## src/rtl/orange_pkg.sv

```systemverilog
// Shared types and constants for the digit classifier and its sequencer.
package orange_pkg;

    // Sequencer states. IDLE waits for start, CHECK validates the range,
    // SCAN walks one code per cycle, DONE holds the one-cycle done pulse.
    typedef enum logic [1:0] {
        IDLE  = 2'd0,
        CHECK = 2'd1,
        SCAN  = 2'd2,
        DONE  = 2'd3
    } state_e;

    // Highest code the classifier treats as legal.
    localparam int unsigned MAX_CODE = 11;

    // Bit n set means code n is prime: {2,3,5,7,11}.
    localparam logic [15:0] PRIME_MASK = 16'h08AC;

    // Bit n set means code n is a non-zero multiple of three: {3,6,9}.
    localparam logic [15:0] DIV3_MASK = 16'h0248;

    // A range is rejected when it is reversed or runs past the last legal code.
    function automatic logic range_bad(input logic [3:0] first,
                                       input logic [3:0] last,
                                       input logic [3:0] max_code);
        return (first > last) || (last > max_code);
    endfunction

endpackage

```

## src/rtl/orange_digit_class.sv

```systemverilog
// Combinational 4-bit digit classifier: prime flag and divisible-by-3 flag.
// Codes 12..15 fall on zero bits of both masks, so they classify as 0/0.
module orange_digit_class
    import orange_pkg::*;
(
    input  logic [3:0] code_i,
    output logic       p_o,
    output logic       d_o
);

    // Table lookup into the constant masks; every code has a defined result.
    assign p_o = PRIME_MASK[code_i];
    assign d_o = DIV3_MASK[code_i];

endmodule

```

## src/rtl/orange_class_seq.sv

```systemverilog
// Range sequencer for the digit classifier. On an accepted start it checks
// the captured range, walks the classifier one code per cycle and counts
// prime and multiple-of-3 codes, then pulses done for one cycle.
//
// Control protocol: start is a request sampled only while idle (there is no
// ready; requests outside IDLE are dropped, never queued). busy is high from
// the cycle after acceptance until the scan ends. done is a one-cycle pulse
// with err and the counts valid alongside it; they hold until the next
// accepted start. abort cancels CHECK or SCAN without a done pulse.
module orange_class_seq
    import orange_pkg::*;
#(
    parameter int unsigned W_CNT    = 4,
    parameter int unsigned MAX_CODE = orange_pkg::MAX_CODE
) (
    input  logic             clk,
    input  logic             rst_n,
    input  logic             start,
    input  logic             abort,
    input  logic [3:0]       lo,
    input  logic [3:0]       hi,
    output logic             busy,
    output logic             done,
    output logic             err,
    output logic [3:0]       cur,
    output logic [W_CNT-1:0] prime_cnt,
    output logic [W_CNT-1:0] div3_cnt
);

    // The counts must hold 5 primes; narrower widths are rejected outright.
    if (W_CNT < 3) begin : g_w_cnt_check
        $error("orange_class_seq: W_CNT must be at least 3");
    end

    localparam logic [3:0] MAX_CODE_4 = 4'(MAX_CODE);

    state_e           state_q, state_d;
    logic [3:0]       lo_q, lo_d;
    logic [3:0]       hi_q, hi_d;
    logic [3:0]       cur_q, cur_d;
    logic [W_CNT-1:0] prime_cnt_q, prime_cnt_d;
    logic [W_CNT-1:0] div3_cnt_q, div3_cnt_d;
    logic             err_q, err_d;

    logic             prime_hit;
    logic             div3_hit;

    // The classifier input is driven only from the code register.
    orange_digit_class u_class (
        .code_i (cur_q),
        .p_o    (prime_hit),
        .d_o    (div3_hit)
    );

    // State and datapath registers; reset clears everything immediately.
    always_ff @(posedge clk or negedge rst_n) begin
        if (!rst_n) begin
            state_q     <= IDLE;
            lo_q        <= 4'd0;
            hi_q        <= 4'd0;
            cur_q       <= 4'd0;
            prime_cnt_q <= '0;
            div3_cnt_q  <= '0;
            err_q       <= 1'b0;
        end else begin
            state_q     <= state_d;
            lo_q        <= lo_d;
            hi_q        <= hi_d;
            cur_q       <= cur_d;
            prime_cnt_q <= prime_cnt_d;
            div3_cnt_q  <= div3_cnt_d;
            err_q       <= err_d;
        end
    end

    // Next-state and datapath updates; every register holds unless a state
    // says otherwise, so IDLE keeps the last results visible.
    always_comb begin
        state_d     = state_q;
        lo_d        = lo_q;
        hi_d        = hi_q;
        cur_d       = cur_q;
        prime_cnt_d = prime_cnt_q;
        div3_cnt_d  = div3_cnt_q;
        err_d       = err_q;

        unique case (state_q)
            IDLE: begin
                // abort is meaningless here, so start always wins.
                if (start) begin
                    lo_d        = lo;
                    hi_d        = hi;
                    prime_cnt_d = '0;
                    div3_cnt_d  = '0;
                    err_d       = 1'b0;
                    state_d     = CHECK;
                end
            end

            CHECK: begin
                if (abort) begin
                    state_d = IDLE;
                end else if (range_bad(lo_q, hi_q, MAX_CODE_4)) begin
                    // Counts were cleared on acceptance and stay at zero.
                    err_d   = 1'b1;
                    state_d = DONE;
                end else begin
                    cur_d   = lo_q;
                    state_d = SCAN;
                end
            end

            SCAN: begin
                // The current code is always counted, even when aborting.
                prime_cnt_d = prime_cnt_q + W_CNT'(prime_hit);
                div3_cnt_d  = div3_cnt_q + W_CNT'(div3_hit);
                if (abort) begin
                    state_d = IDLE;
                end else if (cur_q == hi_q) begin
                    state_d = DONE;
                end else begin
                    // hi_q <= MAX_CODE was proven in CHECK, so no wrap.
                    cur_d = cur_q + 4'd1;
                end
            end

            DONE: begin
                state_d = IDLE;
            end

            default: begin
                state_d = IDLE;
            end
        endcase
    end

    // Status outputs decode directly from the state register.
    always_comb begin
        busy = (state_q == CHECK) || (state_q == SCAN);
        done = (state_q == DONE);
    end

    assign err       = err_q;
    assign cur       = cur_q;
    assign prime_cnt = prime_cnt_q;
    assign div3_cnt  = div3_cnt_q;

endmodule

```

## config.mk

```make
export PLATFORM = sky130hd
export DESIGN_NAME = orange_class_seq
export DESIGN_NICKNAME = d
export VERILOG_FILES = /design/src/rtl/orange_pkg.sv /design/src/rtl/orange_digit_class.sv /design/src/rtl/orange_class_seq.sv
export SDC_FILE = /design/constraint.sdc
export NUM_CORES = 1
export LEC_CHECK = 0
export CORE_MARGIN = 2
export CORE_UTILIZATION = 45
export CTS_CLUSTER_DIAMETER = 80
export DETAILED_ROUTE_END_ITERATION = 10
export PLACE_DENSITY = 0.81
export SKIP_LAST_GASP = 1
export SLEW_MARGIN = 20
export SYNTH_ARGS = -nofsm -noshare
export SYNTH_HDL_FRONTEND = slang
export SYNTH_SLANG_ARGS = --single-unit
```

## constraint.sdc

```tcl
create_clock -name clk -period 2.8 [get_ports clk]
set_input_delay 0.84 -clock clk [delete_from_list [all_inputs] [get_ports clk]]
set_output_delay 0.84 -clock clk [all_outputs]
set_load 0.05 [all_outputs]
```

==> metrics.yaml, run 1 <==
wl_per_cell_microns: 14.1
worstSetupPathType: "flop to primary output"
powerDensity_nw_per_um2: 1120
start_util_pct: 47.8
die_w_microns: 61.2
worstSkewPairLatency_ns: 0.31
grt_pass1_vias: 1114
syn_area_sq_um: 1470
via_per_inst: 5.44
critPathBufInv: 2
cts-buffers-inserted: 3
start_kind: "flop"
clock-root-buffer: "clkbuf_4"
die_h_microns: 61.2
insertedDiodeCount: 0
final_cells: 208
finalHoldViolCount: 0
slew_headroom_pct: 66.0
grt_max_degree: 26
post-route-util_pct: 58.0
setup-violations-final: 0
fmax_mhz: 368
path_max_fanout: 4
clkSlewWorstSetupHoldPaths_ns: 0.12
num_rows: 20
ant_nets: 0
core_sq_um: 3080
syn2layout_area_growth_pct: 21.3
dieArea_sq_um: 3740
place_congestion: 0.872
synth_nets: 165
peakVddDrop_mv: 0.898
fin_nets: 193
seq_area_frac_synth_pct: 39.1
maxCapViolations: 0
leakagePower_nw: 0.803
grt_use_total_pct: 18.0
outcome: "completed"
rsz0062_at_grt: "false"
hold_path_class: "flop to flop"
remaining_drc_errors: 0
cts_sinks: 23
fin_crit_ns: 2.72
synth_seq_cells: 23
required_ns: 1.96
path_cells: "inv_1 -> ha_1 -> clkdlybuf4s50_1"
yosysUniqueCellTypes: 39
grt_pass1_wl_microns: 5010
first_pass_iters: 4
antenna_found_initial: 0
critPathCaptureType: "primary output"
num_vias: 1131
dp_hpwl_microns: 2310
cp_top_family: "buffers and inverters"
critical_path.slowest_cell: "clkdlybuf4s50_1"
gr-total-overflow: 0
setup_tns_ns: 0
drive_above_1_share_pct: 11.6
syn_inst: 137
skew_ns: 0.00356
timing.final.crit_share_pct: 97.1
synth.avg_cell_area_sq_um: 10.7
drt_iter0_markers: 29
htree_levels: 1
cts_tree: "built"
slew_viol_final: 0
place_inst: 204
io_buffers: 26
fill_cells: 265
cts_setup_buffers: 0
critical_path.max_stage_delay_ns: 0.79
io_pins: 27
clk_path_buf_depth: 2
drt_wl_total_microns: 2920
ctsResizeCount: 0
synth_warnings: 0
worst_pin_slew_ns: 0.508
holdBufCountCts: 0
arrival_ns: 1.88
[cell usage in the layout, fill, tap and decap left out, drive strengths merged, types with 2 or more instances in the layout]
| cell type | instances |
|---|---|
| clkdlybuf4s50 | 26 |
| dfrtp | 23 |
| ha | 16 |
| inv | 12 |
| mux2 | 10 |
| nor2 | 8 |
| o21ai | 7 |
| nand2 | 5 |
| a21oi | 5 |
| mux2i | 4 |
| xor2 | 4 |
| o22a | 4 |
| a32o | 4 |
| clkbuf | 4 |
| a31oi | 3 |
| nand3b | 2 |
| and3 | 2 |
| nand4 | 2 |
| or3 | 2 |
| nor3 | 2 |
| nor3b | 2 |
| a22o | 2 |
| buf | 2 |
[worst paths after layout]
path	startpoint	end	slack (ns)	depth (start not counted)
hold reg to reg	lo_q[0]$_DFFE_PN0P_	lo_q[0]$_DFFE_PN0P_	0.52	1
min in group asynchronous	rst_n	err$_DFFE_PN0P_	0.86	2
hold / removal	lo_q[0]$_DFFE_PN0P_	lo_q[0]$_DFFE_PN0P_	0.52	1
setup reg to reg	cur[0]$_DFFE_PN0P_	prime_cnt[2]$_DFFE_PN0P_	0.65	8
max in group asynchronous	rst_n	prime_cnt[1]$_DFFE_PN0P_	1.72	2
setup / recovery	state_q[0]$_DFFE_PN0P_	busy	0.08	3
[per-stage QoR]
step / worst slack (ns) / area (sq um) / power [mW] / hold slack (ns)
after global placement: 0.468 / 1760 / 1.78 / 0.493
after detailed placement: 0.423 / 1760 / 1.86 / 0.496
final: 0.0803 / 1790 / 2.00 / 0.521
after global routing: 0.00230 / 1790 / 2.17 / 0.562
after floorplan: 0.599 / 1470 / 1.55 / 0.479
after CTS: 0.0634 / 1790 / 2.02 / 0.526
[metal layers]
metal  vias to the layer above  global-route usage, %  part of all wire [%]  wire length, microns
met5                         -                      0                     0                     0
met4                         0                   6.52                   1.5                    43
met3                         6                   2.73                   3.8                   111
met2                        24                   30.1                    52                  1520
met1                       544                   23.7                    43                  1250
li1                        557                      -                     -                     -
[kinds of logic after synthesis]
group           count (synthesis)  synth area share (%)
fa+ha+maj                      16                  13.6
compound gates                 31                  15.4
buf+inv                        17                  5.95
mux                            14                  10.4
xor+xnor                        4                  2.38
simple gates                   32                  13.2
flops                          23                  39.1
[synth_stat cells]
master | count | share of area [%]
dfrtp_1 | 23 | 39
ha_1 | 16 | 14
inv_1 | 12 | 3.1
mux2_2 | 10 | 7.7
nor2_1 | 8 | 2.0
o21ai_0 | 6 | 2.0
a21oi_1 | 5 | 1.7
nand2_1 | 5 | 1.3
a32o_1 | 4 | 2.7
mux2i_1 | 4 | 2.7
o22a_1 | 4 | 2.4
xor2_1 | 4 | 2.4
a31oi_1 | 3 | 1.3
a22o_1 | 2 | 1.2
and3_1 | 2 | 0.85
nand3b_1 | 2 | 1.0
nand4_1 | 2 | 0.85
nor3_1 | 2 | 0.68
nor3b_1 | 2 | 1.0
or3_1 | 2 | 0.85
a41oi_1 | 1 | 0.60
buf_2 | 1 | 0.34
buf_6 | 1 | 0.77
clkbuf_1 | 1 | 0.25
clkbuf_8 | 1 | 0.94
dlygate4sd1_1 | 1 | 0.60
nand2b_1 | 1 | 0.43
nand3_1 | 1 | 0.34
nor2b_1 | 1 | 0.43
nor4_4 | 1 | 1.4
o2111a_1 | 1 | 0.77
o21a_1 | 1 | 0.51
o21ai_1 | 1 | 0.34
o311ai_1 | 1 | 0.60
o32a_1 | 1 | 0.68
o32ai_1 | 1 | 0.60
or2b_2 | 1 | 0.60
or3b_2 | 1 | 0.60
or4_4 | 1 | 0.77
[final cells by class]
type                            count  area (sq um)  share of cell area [%]
Tap cell                           44          55.1                    3.08
Timing Repair Buffer               28           275                    15.4
Clock buffer                        4          26.3                    1.47
Multi-Input combinational cell     97           808                    45.3
Inverter                           12          45.0                    2.52
Sequential cell                    23           576                    32.2
[flip-flops by register name (all words and copies together) (netlist names)]
register / cells
cur: 4
div3_cnt: 4
hi_q: 4
lo_q: 4
prime_cnt: 4
state_q: 2
err: 1
[worst register-to-register path, stage by stage (launching register included)]
cell and delay (ns):
dfrtp_1 0.51, ha_1 0.28, ha_1 0.20, nand2_1 0.06, o21ai_0 0.09, ha_1 0.23
ha_1 0.20, mux2_2 0.27, a22o_1 0.22
[power breakdown]
part | switching, mW | internal (mW)
Clock | 0.0984 | 0.0557
Sequential | 0.145 | 0.450
Combinational | 0.735 | 0.519
(Power assumes the default switching activity.)
==> inputs of run 2 (changes only) <==
Settings changed: CORE_UTILIZATION 45 to 30, PLACE_DENSITY 0.81 to 0.62.
==> metrics.yaml, run 2 (synthesis results as in run 1) <==
place_congestion: 0.740
ant_nets: 0
drt_wl_total_microns: 2890
skew_ns: 0.00242
clkSlewWorstSetupHoldPaths_ns: 0.08
dieArea_sq_um: 5480
grt_pass1_wl_microns: 4970
path_cells: "inv_1 -> ha_1 -> clkdlybuf4s50_1"
fin_crit_ns: 2.64
grt_use_total_pct: 11.9
worstSkewPairLatency_ns: 0.26
cts-buffers-inserted: 3
outcome: "completed"
antenna_found_initial: 0
place_inst: 227
required_ns: 1.96
fin_area_sq_um: 1830
worstSetupPathType: "flop to primary output"
num_vias: 1090
rr_worst_depth: 8
drive_above_1_share_pct: 11.6
critical_path.slowest_cell: "clkdlybuf4s50_1"
cts_tree: "built"
start_kind: "flop"
ctsResizeCount: 0
gr-total-overflow: 0
critical_path.max_stage_delay_ns: 0.79
holdBufCountCts: 0
placed_cell_area_sq_um: 1790
fill_cells: 478
leakagePower_nw: 0.810
hold_path_class: "flop to flop"
via_per_inst: 4.72
critPathCaptureType: "primary output"
reg2reg_from: "cur[0]$_DFFE_PN0P_"
remaining_drc_errors: 0
maxCapViolations: 0
worst_r2r_endpoint: "prime_cnt[2]$_DFFE_PN0P_"
grt_pass1_vias: 1042
grt_max_degree: 25
final_cells: 231
peakVddDrop_mv: 0.433
slew_viol_final: 0
timing.final.crit_share_pct: 94.4
hold_end: "lo_q[0]$_DFFE_PN0P_"
hp-start: "lo_q[0]$_DFFE_PN0P_"
io_buffers: 26
clk_path_buf_depth: 2
powerDensity_nw_per_um2: 1100
slew_headroom_pct: 66.0
die_h_microns: 74.0
core_sq_um: 4720
die_w_microns: 74.0
io_pins: 27
final_cell_mix: "clkdlybuf4s50_1 (26), dfrtp_1 (23), ha_1 (16)"
fin_nets: 193
multiInputGateArea_sq_um: 808
num_rows: 25
first_pass_iters: 4
rrSetupSlack_ns: 0.72
setup_tns_ns: 0
arrival_ns: 1.80
dp_hpwl_microns: 2210
total_power_mw: 2.02
clock-root-buffer: "clkbuf_8"
fin_hold_ws_ns: 0.515
cts_sinks: 23
htree_levels: 1
insertedDiodeCount: 0
path_max_fanout: 4
cp_top_family: "buffers and inverters"
wl_per_cell_microns: 12.5
critPathBufInv: 2
cts_setup_buffers: 0
final_common_cell: "clkdlybuf4s50_1"
syn2layout_area_growth_pct: 24.6
setup-violations-final: 0
ff_latch_area_sq_um: 576
finalHoldViolCount: 0
fmax_mhz: 378
drt_iter0_markers: 57
rsz0062_at_grt: "false"
worst_pin_slew_ns: 0.509
start_util_pct: 31.2
worstHoldPathCells: 1
## run 2: layer usage
layer  wire length, microns  share of wire (%)  GRT usage (%)  vias to the layer above
li1                       -                  -              -                      553
met1                   1420                 49           16.5                      515
met2                   1310                 45           17.8                       18
met3                    113                3.9           2.98                        4
met4                     52                1.8           4.85                        0
met5                      0                  0              0                        -
## run 2: where the power goes
part           internal [mW]  total, mW  switching (mW)  leakage, nW
sequential             0.451      0.600           0.149        0.289
clock                  0.102      0.206           0.105       0.0228
combinational          0.511       1.22           0.705        0.498
total                   1.06       2.02           0.959        0.810
## run 2: worst reg2reg max path, delay by kind of cell (launching register included)
| family | cells | cell delay, ns |
|---|---|---|
| AOI/OAI and AO/OA | 2 | 0.30 |
| adders and majority gates | 4 | 0.86 |
| DFF | 1 | 0.50 |
| muxes | 1 | 0.27 |
| and+or+nand+nor | 1 | 0.06 |
## run 2: layout make-up
type / count / share of cell area [%]
Timing Repair Buffer: 28 / 15.0
Multi-Input combinational cell: 97 / 44.1
Clock buffer: 4 / 2.46
Inverter: 12 / 2.46
Tap cell: 67 / 4.57
Sequential cell: 23 / 31.4
## run 2: how the worst max path moves through the flow
stage	cells after the start	startpoint	end	slack, ns
global route	3	state_q[1]$_DFFE_PN0P_	busy	0.06
floorplan	8	cur[0]$_DFFE_PN0P_	prime_cnt[2]$_DFFE_PN0P_	0.60
global placement	3	state_q[1]$_DFFE_PN0P_	busy	0.46
detailed placement	3	state_q[0]$_DFFE_PN0P_	busy	0.44
CTS	3	state_q[0]$_DFFE_PN0P_	busy	0.15
finish	3	state_q[0]$_DFFE_PN0P_	busy	0.16
## run 2: through the flow
step,utilization [%],worst slack [ns]
CTS,38.8,0.146
detailed placement,37.9,0.443
global route,38.8,0.0634
finish,38.8,0.156
global placement,37.9,0.461
floorplan,-,0.599
==> inputs of run 3 (changes only) <==
Settings changed: PLACE_DENSITY 0.62 to 0.5.
==> metrics.yaml, run 3 (synthesis results as in run 1) <==
grt_util_met3_pct: 1.90
drt_wl_total_microns: 3130
syn2layout_area_growth_pct: 24.7
cts-buffers-inserted: 3
hold_path_class: "flop to flop"
powerDensity_nw_per_um2: 1120
start_kind: "flop"
slew_viol_final: 0
remaining_drc_errors: 0
clkSlewWorstSetupHoldPaths_ns: 0.08
worstSetupPathType: "flop to primary output"
slew_headroom_pct: 66.4
htree_levels: 1
maxCapViolations: 0
post-route-util_pct: 38.8
ctsResizeCount: 0
finalHoldViolCount: 0
dp_hpwl_microns: 2410
critPathCaptureType: "primary output"
peakVddDrop_mv: 0.784
final_cell_mix: "clkdlybuf4s50_1 (26), dfrtp_1 (23), ha_1 (16)"
fin_nets: 193
cts_tree: "built"
io_buffers: 26
place_congestion: 0.735
grtUsageMet1_pct: 17.4
grt_max_degree: 26
total_power_mw: 2.05
ant_nets: 0
wl_per_cell_microns: 13.6
num_vias: 1141
antenna_found_initial: 0
fill_cells: 454
use_met2_pct: 20.7
timing.final.crit_share_pct: 94.7
grt_pass1_wl_microns: 5490
grt_use_total_pct: 12.7
fmax_mhz: 377
dieArea_sq_um: 5480
worstSkewPairLatency_ns: 0.27
insertedDiodeCount: 0
start_util_pct: 31.2
path_max_fanout: 4
cts_setup_buffers: 0
die_h_microns: 74.0
top_usage_layer: "met2"
num_rows: 25
fin_hold_ws_ns: 0.523
skew_ns: 0.00466
leakagePower_nw: 0.813
holdBufCountCts: 0
outcome: "completed"
rsz0062_at_grt: "false"
grt_pass1_vias: 1156
clock-root-buffer: "clkbuf_8"
final_common_cell: "clkdlybuf4s50_1"
io_pins: 27
setup_tns_ns: 0
arrival_ns: 1.81
fin_crit_ns: 2.65
die_w_microns: 74.0
via_per_inst: 4.94
worst_pin_slew_ns: 0.503
core_sq_um: 4720
required_ns: 1.96
gr-total-overflow: 0
cts_sinks: 23
clk_path_buf_depth: 2
setup-violations-final: 0
first_pass_iters: 4
drt_iter0_markers: 82
drive_above_1_share_pct: 12.2
[run 3: worst paths after layout]
check                                             from                        to  slack, ns  depth (start not counted)
worst max-delay path            state_q[0]$_DFFE_PN0P_                      busy       0.15                          3
worst min-delay path               lo_q[0]$_DFFE_PN0P_       lo_q[0]$_DFFE_PN0P_       0.52                          1
worst max register to register      cur[0]$_DFFE_PN0P_  prime_cnt[2]$_DFFE_PN0P_       0.66                          8
worst min register to register     lo_q[0]$_DFFE_PN0P_       lo_q[0]$_DFFE_PN0P_       0.52                          1
max in group asynchronous                        rst_n       lo_q[2]$_DFFE_PN0P_       1.64                          2
min in group asynchronous                        rst_n  prime_cnt[2]$_DFFE_PN0P_       0.92                          2
[run 3: report_power, final]
part           leakage [nW]  switching [mW]  internal (mW)  total (mW)
logic                 0.498           0.726          0.513        1.24
clock network        0.0255           0.109         0.0995       0.208
registers             0.289           0.152          0.451       0.603
[run 3: through the flow]
| stage | cell area (sq um) | cells | setup slack (ns) |
|---|---|---|---|
| 2_1_floorplan | 1470 | 137 | 0.599 |
| 3_3_place_gp | 1790 | 227 | 0.453 |
| 3_5_place_dp | 1790 | 227 | 0.423 |
| 4_1_cts | 1830 | 231 | 0.126 |
| 5_1_grt | 1830 | 231 | 0.0688 |
| 6_report | 1830 | 231 | 0.150 |
[run 3: final cells by class]
cell class / count / area [sq um] / area share (%)
repair buffers: 28 / 275 / 15.0
inverters: 12 / 45.0 / 2.46
clock inverters: 1 / 5.00 / 0.273
flip-flops and latches: 23 / 576 / 31.4
well taps: 67 / 83.8 / 4.57
clock buffers: 3 / 41.3 / 2.25
multi-input cells: 97 / 808 / 44.1
[run 3: critical path, cell delays in order, from the launching register on]
cell and delay (ns):
dfrtp_1 0.40, inv_1 0.08, ha_1 0.27, clkdlybuf4s50_1 0.79
[run 3: per-layer routing]
metal  wire, microns  vias to the layer above
li1                -                      557
met1            1490                      561
met2            1490                       18
met3              96                        5
met4              52                        0
met5               0                        -
